<file path="src/rtl/pipe_ctl_pkg.sv">
// Shared constants and types for the 5-stage pipeline hazard/sequencing controller.
package pipe_ctl_pkg;

  localparam int unsigned DEF_MAX_WAIT = 16;
  localparam int unsigned DEF_CNT_W    = 16;
  localparam int unsigned STATE_W      = 2;

  localparam logic [STATE_W-1:0] RUN      = 2'd0;
  localparam logic [STATE_W-1:0] MEM_WAIT = 2'd1;
  localparam logic [STATE_W-1:0] FAULT    = 2'd2;

  // Control bundle driven to the PC and pipeline registers
  typedef struct packed {
    logic pc_write;
    logic ifid_write;
    logic pipe_hold;
    logic ifid_flush;
    logic idex_flush;
    logic exmem_flush;
    logic pc_src;
    logic dmem_req;
  } pipe_ctl_t;

endpackage

</file>
<file path="src/rtl/sat_counter.sv">
// Saturating up-counter with synchronous clear and asynchronous active-high reset.
module sat_counter #(
  parameter int unsigned W = 16
) (
  input  logic         clk,
  input  logic         rst,
  input  logic         inc,
  input  logic         clear,
  output logic [W-1:0] count
);

  always_ff @(posedge clk or posedge rst) begin
    if (rst) begin
      count <= '0;
    end else if (clear) begin
      count <= '0;
    end else if (inc && (count != {W{1'b1}})) begin
      count <= count + W'(1);
    end
  end

endmodule

</file>
<file path="src/rtl/pipe_hazard_ctl.sv">
// Hazard controller: load-use stalls, MEM-stage branch flushes, data-memory
// wait handshake with timeout, and stall/flush performance counters.
module pipe_hazard_ctl
  import pipe_ctl_pkg::*;
#(
  parameter int unsigned MAX_WAIT = DEF_MAX_WAIT,
  parameter int unsigned CNT_W    = DEF_CNT_W
) (
  input  logic             clk,
  input  logic             rst,
  input  logic [4:0]       id_rs,
  input  logic [4:0]       id_rt,
  input  logic             id_uses_rt,
  input  logic             idex_mem_read,
  input  logic [4:0]       idex_rt,
  input  logic             exmem_branch,
  input  logic             exmem_eq_ne,
  input  logic             exmem_eq,
  input  logic             exmem_ne,
  input  logic             exmem_mem_read,
  input  logic             exmem_mem_write,
  input  logic             dmem_ack,
  output logic             pc_write,
  output logic             ifid_write,
  output logic             pipe_hold,
  output logic             ifid_flush,
  output logic             idex_flush,
  output logic             exmem_flush,
  output logic             pc_src,
  output logic             dmem_req,
  output logic             mem_timeout,
  output logic [CNT_W-1:0] stall_count,
  output logic [CNT_W-1:0] flush_count
);

  localparam int unsigned WAIT_W = $clog2(MAX_WAIT) + 1;
  localparam logic [WAIT_W-1:0] WAIT_LAST = WAIT_W'(MAX_WAIT - 1);

  logic [STATE_W-1:0] state, state_nxt;
  logic [WAIT_W-1:0]  wait_cnt, wait_nxt;
  pipe_ctl_t          ctl;
  logic               mem_op, taken, lu, active, mem_hold;
  logic               stall_inc, flush_inc;

  assign mem_op   = exmem_mem_read | exmem_mem_write;
  assign taken    = exmem_branch & (exmem_eq_ne ? exmem_ne : exmem_eq);
  assign lu       = idex_mem_read & (idex_rt != 5'd0) &
                    ((idex_rt == id_rs) | (id_uses_rt & (idex_rt == id_rt)));
  assign active   = ~rst & ((state == RUN) | (state == MEM_WAIT));
  assign mem_hold = active & mem_op & ~dmem_ack;

  always_ff @(posedge clk or posedge rst) begin
    if (rst) begin
      state    <= RUN;
      wait_cnt <= '0;
    end else begin
      state    <= state_nxt;
      wait_cnt <= wait_nxt;
    end
  end

  // Next state and Mealy controls; reset forces every control low
  always_comb begin
    ctl       = '0;
    state_nxt = state;
    wait_nxt  = wait_cnt;
    if (!rst) begin
      unique case (state)
        RUN, MEM_WAIT: begin
          ctl.dmem_req = mem_op;
          if (mem_hold) begin
            ctl.pipe_hold = 1'b1;
          end else if (taken) begin
            ctl.pc_write    = 1'b1;
            ctl.ifid_write  = 1'b1;
            ctl.pc_src      = 1'b1;
            ctl.ifid_flush  = 1'b1;
            ctl.idex_flush  = 1'b1;
            ctl.exmem_flush = 1'b1;
          end else if (lu) begin
            ctl.idex_flush = 1'b1;
          end else begin
            ctl.pc_write   = 1'b1;
            ctl.ifid_write = 1'b1;
          end

          if (state == RUN) begin
            wait_nxt = '0;
            if (mem_hold) state_nxt = MEM_WAIT;
          end else if (dmem_ack) begin
            state_nxt = RUN;
            wait_nxt  = '0;
          end else if (wait_cnt == WAIT_LAST) begin
            state_nxt = FAULT;
          end else begin
            wait_nxt = wait_cnt + WAIT_W'(1);
          end
        end
        FAULT: begin
          ctl.pipe_hold = 1'b1;
        end
        default: begin
          state_nxt = RUN;
          wait_nxt  = '0;
        end
      endcase
    end
  end

  assign pc_write    = ctl.pc_write;
  assign ifid_write  = ctl.ifid_write;
  assign pipe_hold   = ctl.pipe_hold;
  assign ifid_flush  = ctl.ifid_flush;
  assign idex_flush  = ctl.idex_flush;
  assign exmem_flush = ctl.exmem_flush;
  assign pc_src      = ctl.pc_src;
  assign dmem_req    = ctl.dmem_req;
  assign mem_timeout = ~rst & (state == FAULT);

  assign stall_inc = active & ~ctl.pc_write;
  assign flush_inc = active & taken & ~mem_hold;

  sat_counter #(.W(CNT_W)) u_stall_cnt (
    .clk   (clk),
    .rst   (rst),
    .inc   (stall_inc),
    .clear (1'b0),
    .count (stall_count)
  );

  sat_counter #(.W(CNT_W)) u_flush_cnt (
    .clk   (clk),
    .rst   (rst),
    .inc   (flush_inc),
    .clear (1'b0),
    .count (flush_count)
  );

endmodule
</file>
<file path="config.mk">
export PLATFORM = sky130hd
export DESIGN_NAME = pipe_hazard_ctl
export DESIGN_NICKNAME = d
export VERILOG_FILES = /design/src/rtl/pipe_ctl_pkg.sv /design/src/rtl/sat_counter.sv /design/src/rtl/pipe_hazard_ctl.sv
export SDC_FILE = /design/constraint.sdc
export NUM_CORES = 1
export LEC_CHECK = 0
export CORE_MARGIN = 4
export CORE_UTILIZATION = 50
export CTS_CLUSTER_DIAMETER = 50
export CTS_CLUSTER_SIZE = 28
export DETAILED_ROUTE_END_ITERATION = 16
export MAX_ROUTING_LAYER = met4
export PLACE_DENSITY = 0.85
export SYNTH_ARGS = -nofsm -noshare
export SYNTH_HDL_FRONTEND = slang
export SYNTH_SLANG_ARGS = --single-unit
</file>
<file path="constraint.sdc">
create_clock -name clk -period 3.7 [get_ports clk]
set_clock_uncertainty 0.15 [all_clocks]
set_input_delay 0.74 -clock clk [delete_from_list [all_inputs] [get_ports clk]]
set_output_delay 0.74 -clock clk [all_outputs]
set_load 0.005 [all_outputs]
</file>
* After elaboration in Yosys (flattened, before gate mapping)
Cells that the tools add are included.
** Word-level totals
- Logic and storage cells :: 66
- Flip-flop bits (word level) :: 39
- Output and inout bits :: 41
- Input bits :: 26
** Cells by class
- Bitwise logic cells :: 19
- Eq/ne operators :: 10
- Mux-type cells :: 23
- Reductions and logical operators :: 7
- Add/sub/neg operators :: 3
** Operators by type and width (count)
- $add 16x1->16 const B :: 2
- $ne 16x16->1 const B :: 2
- $mux 5 :: 4
- $mux 2 :: 9
- $and 1x1->1 :: 11
- $eq 5x5->1 :: 2
- $pmux 5 s2 :: 1
- $mux 8 :: 1
- $ne 4x4->1 const B :: 2
- $add 5x1->5 const B :: 1
- $eq 5x4->1 const B :: 1
- $mux 1 :: 5
- $not 1->1 :: 5
- $reduce_bool 5->1 :: 1
- $mux 4 :: 1
- $pmux 2 s2 :: 1
- $reduce_and 4->1 :: 1
- $ne 3x3->1 const B :: 1
- $or 1x1->1 :: 3
- $reduce_and 3->1 :: 1
- $eq 2x1->1 const B :: 1
- $eq 2x2->1 const B :: 1
- $logic_and 1x1->1 :: 2
- $logic_not 2->1 :: 1
- 2 further kinds :: 2

* Logic depth before layout (Yosys ltp)
- Depth in word-level cells :: 12
- Gate-level depth with buffers :: 8
- Gate-level depth less buffers :: 8

* Hierarchy
Synthesis repeated with hierarchy kept, for this count alone.
** Unflattened totals
- Cell total of the unflattened synthesis :: 279
- Area, all modules :: 2524.9 sq um
** By module, submodules not included
- sat_counter :: seq. area each 400.4 sq um, cells an instance 101, instances 2, area each 932.1 sq um
- pipe_hazard_ctl :: seq. area each 175.2 sq um, cells an instance 77, instances 1, area each 660.6 sq um

* Worst setup path after synthesis
No wires, ideal clock.
- Path kind :: input to output
- From :: in rst
- To :: out pipe_hold
- Setup slack :: 0.790 ns
- Buffers on the path :: 0
- Data required time :: 2.810 ns
- Stages on the path :: 3
- Data arrival time :: 2.020 ns
- Cell sequence :: inv_1 and3_1 a21o_1
** On the way
- Word-level cells in the longest chain between the ends :: 7
** Ends and longest elaborated chain
- from (decl) :: RTL line pipe_hazard_ctl.sv:10 : input logic rst,
- $not 1->1 (no line)
- $and 1x1->1 :: RTL line pipe_hazard_ctl.sv:49 : assign active = ~rst & ((state == RUN) | (state == MEM_WAIT));
- $and 1x1->1 (2 in series) :: RTL line pipe_hazard_ctl.sv:50 : assign mem_hold = active & mem_op & ~dmem_ack;
- $mux 1 :: RTL line pipe_hazard_ctl.sv:71 : if (mem_hold) begin
- $pmux 1 s2 :: RTL line pipe_hazard_ctl.sv:68 : unique case (state)
- $mux 8 (*) :: RTL line pipe_hazard_ctl.sv:67 : if (!rst) begin
- to (decl) :: RTL line pipe_hazard_ctl.sv:25 : output logic pipe_hold,
Every way passes the cells marked *; elsewhere a longest branch is shown, timed or not.

* Final worst setup path
- From :: in idex_rt[3]
- To :: out pc_write
** On the way
- Word-level cells in the longest chain between the ends :: 9
- Elaborated cells on any way between the ends :: 12
- Those cells by class :: eq/ne: 2; mux: 5; bitwise: 4; reduce/logical: 1
** Ends and longest elaborated chain
- from (decl) :: RTL line pipe_hazard_ctl.sv:15 : input logic [4:0] idex_rt,
- $eq 5x5->1 :: RTL line pipe_hazard_ctl.sv:48 : ((idex_rt == id_rs) | (id_uses_rt & (idex_rt == id_rt)));
- $and 1x1->1 :: RTL line pipe_hazard_ctl.sv:48
- $or 1x1->1 :: RTL line pipe_hazard_ctl.sv:48
- $and 1x1->1 (*) :: RTL line pipe_hazard_ctl.sv:47 : assign lu = idex_mem_read & (idex_rt != 5'd0) &
- $mux 2 (*) :: RTL line pipe_hazard_ctl.sv:80 : end else if (lu) begin
- $mux 2 (*) :: RTL line pipe_hazard_ctl.sv:73 : end else if (taken) begin
- $mux 2 (*) :: RTL line pipe_hazard_ctl.sv:71
- $mux 2 (*) :: RTL line pipe_hazard_ctl.sv:68
- $mux 8 (*) :: RTL line pipe_hazard_ctl.sv:67
- to (decl) :: RTL line pipe_hazard_ctl.sv:23 : output logic pc_write,
Marks and branches as above.

==> metrics <==
outcome=finished clean; cell count after synthesis=203; slowest CP cell=or4_1; Worst Path Max Fanout=3; vias per cell=5.511; Avg WL per Cell=15.54 um; Worst-Margin Slew=about 0.54 ns; Worst-Skew Late Latency=approximately 0.30 ns; H-Tree Depth=2; Worst R2R Setup Slack=1.35 ns; Pleak=approximately 1.2 nW; count of cell types in the netlist=41; Post-DP HPWL=roughly 3800 um; CTS tree=yes; # clock sinks=39; total congestion overflow=0; Tcrit/Tclk final=0.9692; critical path class=input port to output port; Yosys warnings=0; DRT Pass-1 Iters=4; Mapped Area=approximately 0.0021 mm^2; critical path data required time=2.81 ns; Filler Cell Count=297; r2r worst-path depth=6; Most used DFF post-synth=dfrtp_1; crit path cell chain=clkdlybuf4s50_1 -> or4_1 -> o21ai_2 -> a21oi_1 -> a21o_4 -> inv_2 -> clkdlybuf4s50_1; IR drop worst, VDD=0.4752 mV; postcts setup bufs=0; core area=0.004086 mm^2; Crit. End Element=output port; CTS Buffer Depth=2; final worst path period need=3.586 ns; fin nets=around 300; starting density of the core=0.5248; crit path buf inv count=3; antenna-violating nets left=0; post-CTS sizing=0; Iter 0 DRT Violations=around 130; type of the worst min-delay path=register to register; aggregate routed wire length=5019 um; Die Height=73.49 um; share of cells above drive strength 1=0.09524; Hold EP=u_flush_cnt.count[14]; Async SR Flop Fraction=1.000; R2R Path Start=u_stall_cnt.count[2]; # IOs=67; CP top delay family=buffers and inverters; multi-input logic area=approximately 0.0011 mm^2; Fin Hold WS=between 0.3 and 0.4 ns; max-slew violations=0; clock-pin slew on the worst setup and hold paths=0.08 ns; most used cell, CP=clkdlybuf4s50_1; Yosys reg bits=39; vias in the first global route=1802; Largest stage delay, worst path=between 0.5 and 0.6 ns; hold-fix buffers at CTS=0; Sequential Area=975.9 um^2; RSZ-0062 raised after global routing=false; I/O Buffers=66; sequential fraction of the synthesis area=0.4551; worst hold path stage count=1; HP Start=u_flush_cnt.count[14]; die area=between 0.005 and 0.006 mm^2; DR vias=about 1800; Hold Vio Cnt, Final=0; first-pass GRT wire length=8480 um; Post-synth EDFFs=0; Arr. time, crit path=2.70 ns; setup TNS=0 ns; Root Driver=clkbuf_8; initial antenna violation count=0; PwrDens=422.1 mW/mm^2; RePlAce Congestion=around 0.85; RR Endpoint=u_stall_cnt.count[1]; CTS buffer count=5; row count=23; Layout area overhead=37.86%; die width=73.49 um; final routed DRC violation total=0; max cap viols=0; pin count of the biggest net entering global routing=43; critical path launch point type=input port; Fmax=around 280 MHz; Antenna diodes=0; synthesized net count=233; Syn Area/Cell=10.56 um^2; # setup viols final=0; slew margin rel.=0.6383; GRT Total Usage=0.2113
per-layer routing:
layer / vias up / track usage / routed length [um]
met5: - / - / 0
met2: 60 / 0.3278 / 2491
met4: 0 / 0.09054 / 135
met3: 16 / 0.04241 / 255
li1: 849 / - / -
met1: 855 / 0.2681 / 2137
worst max path at each step:
stage | depth (start not counted) | slack [ns] | endpoint | startpoint
after floorplan | 3 | 0.79 | pipe_hold | rst
after global placement | 7 | 0.14 | pc_write | idex_rt[3]
after detailed placement | 7 | 0.11 | pc_write | idex_rt[3]
after CTS | 7 | 0.11 | pc_write | idex_rt[3]
after global routing | 7 | 0.04 | pc_write | idex_rt[3]
final | 7 | 0.11 | pc_write | idex_rt[3]
report_power, final:
| part | internal, mW | leakage [nW] | total, mW | switching, mW |
|---|---|---|---|---|
| clock network | 0.218 | 0.0612 | 0.367 | 0.149 |
| registers | 0.485 | 0.526 | 0.559 | 0.0735 |
| logic | 0.199 | 0.648 | 0.322 | 0.123 |
| total | 0.902 | 1.23 | 1.25 | 0.346 |
synthesized netlist by cell type (2+ instances only):
master     n  area, um^2
buf_4      5       37.54
nand4_1   13       81.33
xnor2_1   36       315.3
ha_1       4       50.05
nand3_2    4       40.04
a31oi_1    2       12.51
o21ai_0    4       20.02
mux2_1     2       22.52
a21oi_1    5       25.02
o22ai_1    2       12.51
nand2b_1   2       12.51
dfrtp_1   39       975.9
and3_1    13       81.33
buf_2      2       10.01
and2_1     3       18.77
a21o_1     2       15.01
nand2_1   13       48.80
nor2_1     7       26.28
xor2_1     2       17.52
nand3_1   11       55.05
inv_1      6       22.52
and4_1     2       17.52
o21ai_1    5       25.02
nor3_1     2       10.01
cell type report:
cell class,instances,share of cell area
Inverter,7,0.008887
Multi-Input combinational cell,149,0.3665
Clock inverter,2,0.01185
Sequential cell,39,0.3301
Tap cell,50,0.02116
Timing Repair Buffer,70,0.2336
Clock buffer,6,0.02793
state kept, by name, indices dropped and copies added, names as in the netlist:
| register | count |
|---|---|
| state | 2 |
| wait_cnt | 5 |
| u_flush_cnt.count | 16 |
| u_stall_cnt.count | 16 |
placed cells by master (no fill, tap or decap), types with 2 or more instances in the layout:
cell / netlist / routed
a21o_1: 2 / 2
buf_4: 5 / 4
o21ai_1: 5 / 5
nand2_1: 13 / 13
xor2_1: 2 / 2
inv_1: 6 / 6
mux2_1: 2 / 2
clkdlybuf4s50_1: 0 / 66
and3_1: 13 / 13
and4_1: 2 / 2
o22ai_1: 2 / 2
nand2b_1: 2 / 2
ha_1: 4 / 4
clkbuf_8: 0 / 6
o21ai_0: 4 / 4
nand3_1: 11 / 11
and2_1: 3 / 3
nor2_1: 7 / 7
a31oi_1: 2 / 2
a21oi_1: 5 / 5
dfrtp_1: 39 / 39
xnor2_1: 36 / 36
nor3_1: 2 / 2
nand4_1: 13 / 13
nand3_2: 4 / 4
logic make-up (layout without fill, tap and decap cells):
logic type,count (synthesis),in the layout,synth area share
XOR/XNOR,38,38,0.1552
AO/OA/AOI/OAI,26,26,0.09276
buffers and inverters,15,85,0.03967
adder cells (fa/ha/maj),4,4,0.02334
AND/OR/NAND/NOR,77,77,0.2135
multiplexers,4,4,0.02042
flip-flops,39,39,0.4551
through the flow:
step / util / cells / total power, mW / worst slack [ns] / cell area [um^2]
2_1_floorplan: - / 203 / 0.6959 / 0.7895 / 2145
3_3_place_gp: 0.6947 / 315 / 0.8742 / 0.1435 / 2839
3_5_place_dp: 0.6947 / 315 / 0.8864 / 0.1102 / 2839
4_1_cts: 0.7235 / 323 / 1.258 / 0.1103 / 2957
5_1_grt: 0.7235 / 323 / 1.330 / 0.03676 / 2957
6_report: 0.7235 / 323 / 1.248 / 0.1138 / 2957
worst reg2reg max path: stages (launching register included):
cell and delay, ns:
dfrtp_1 0.45, and4_1 0.20, and2_1 0.18, and3_4 0.21
a41oi_4 0.51, nand2_1 0.19, mux2_1 0.35
Power figures use the tool's default switching activity.
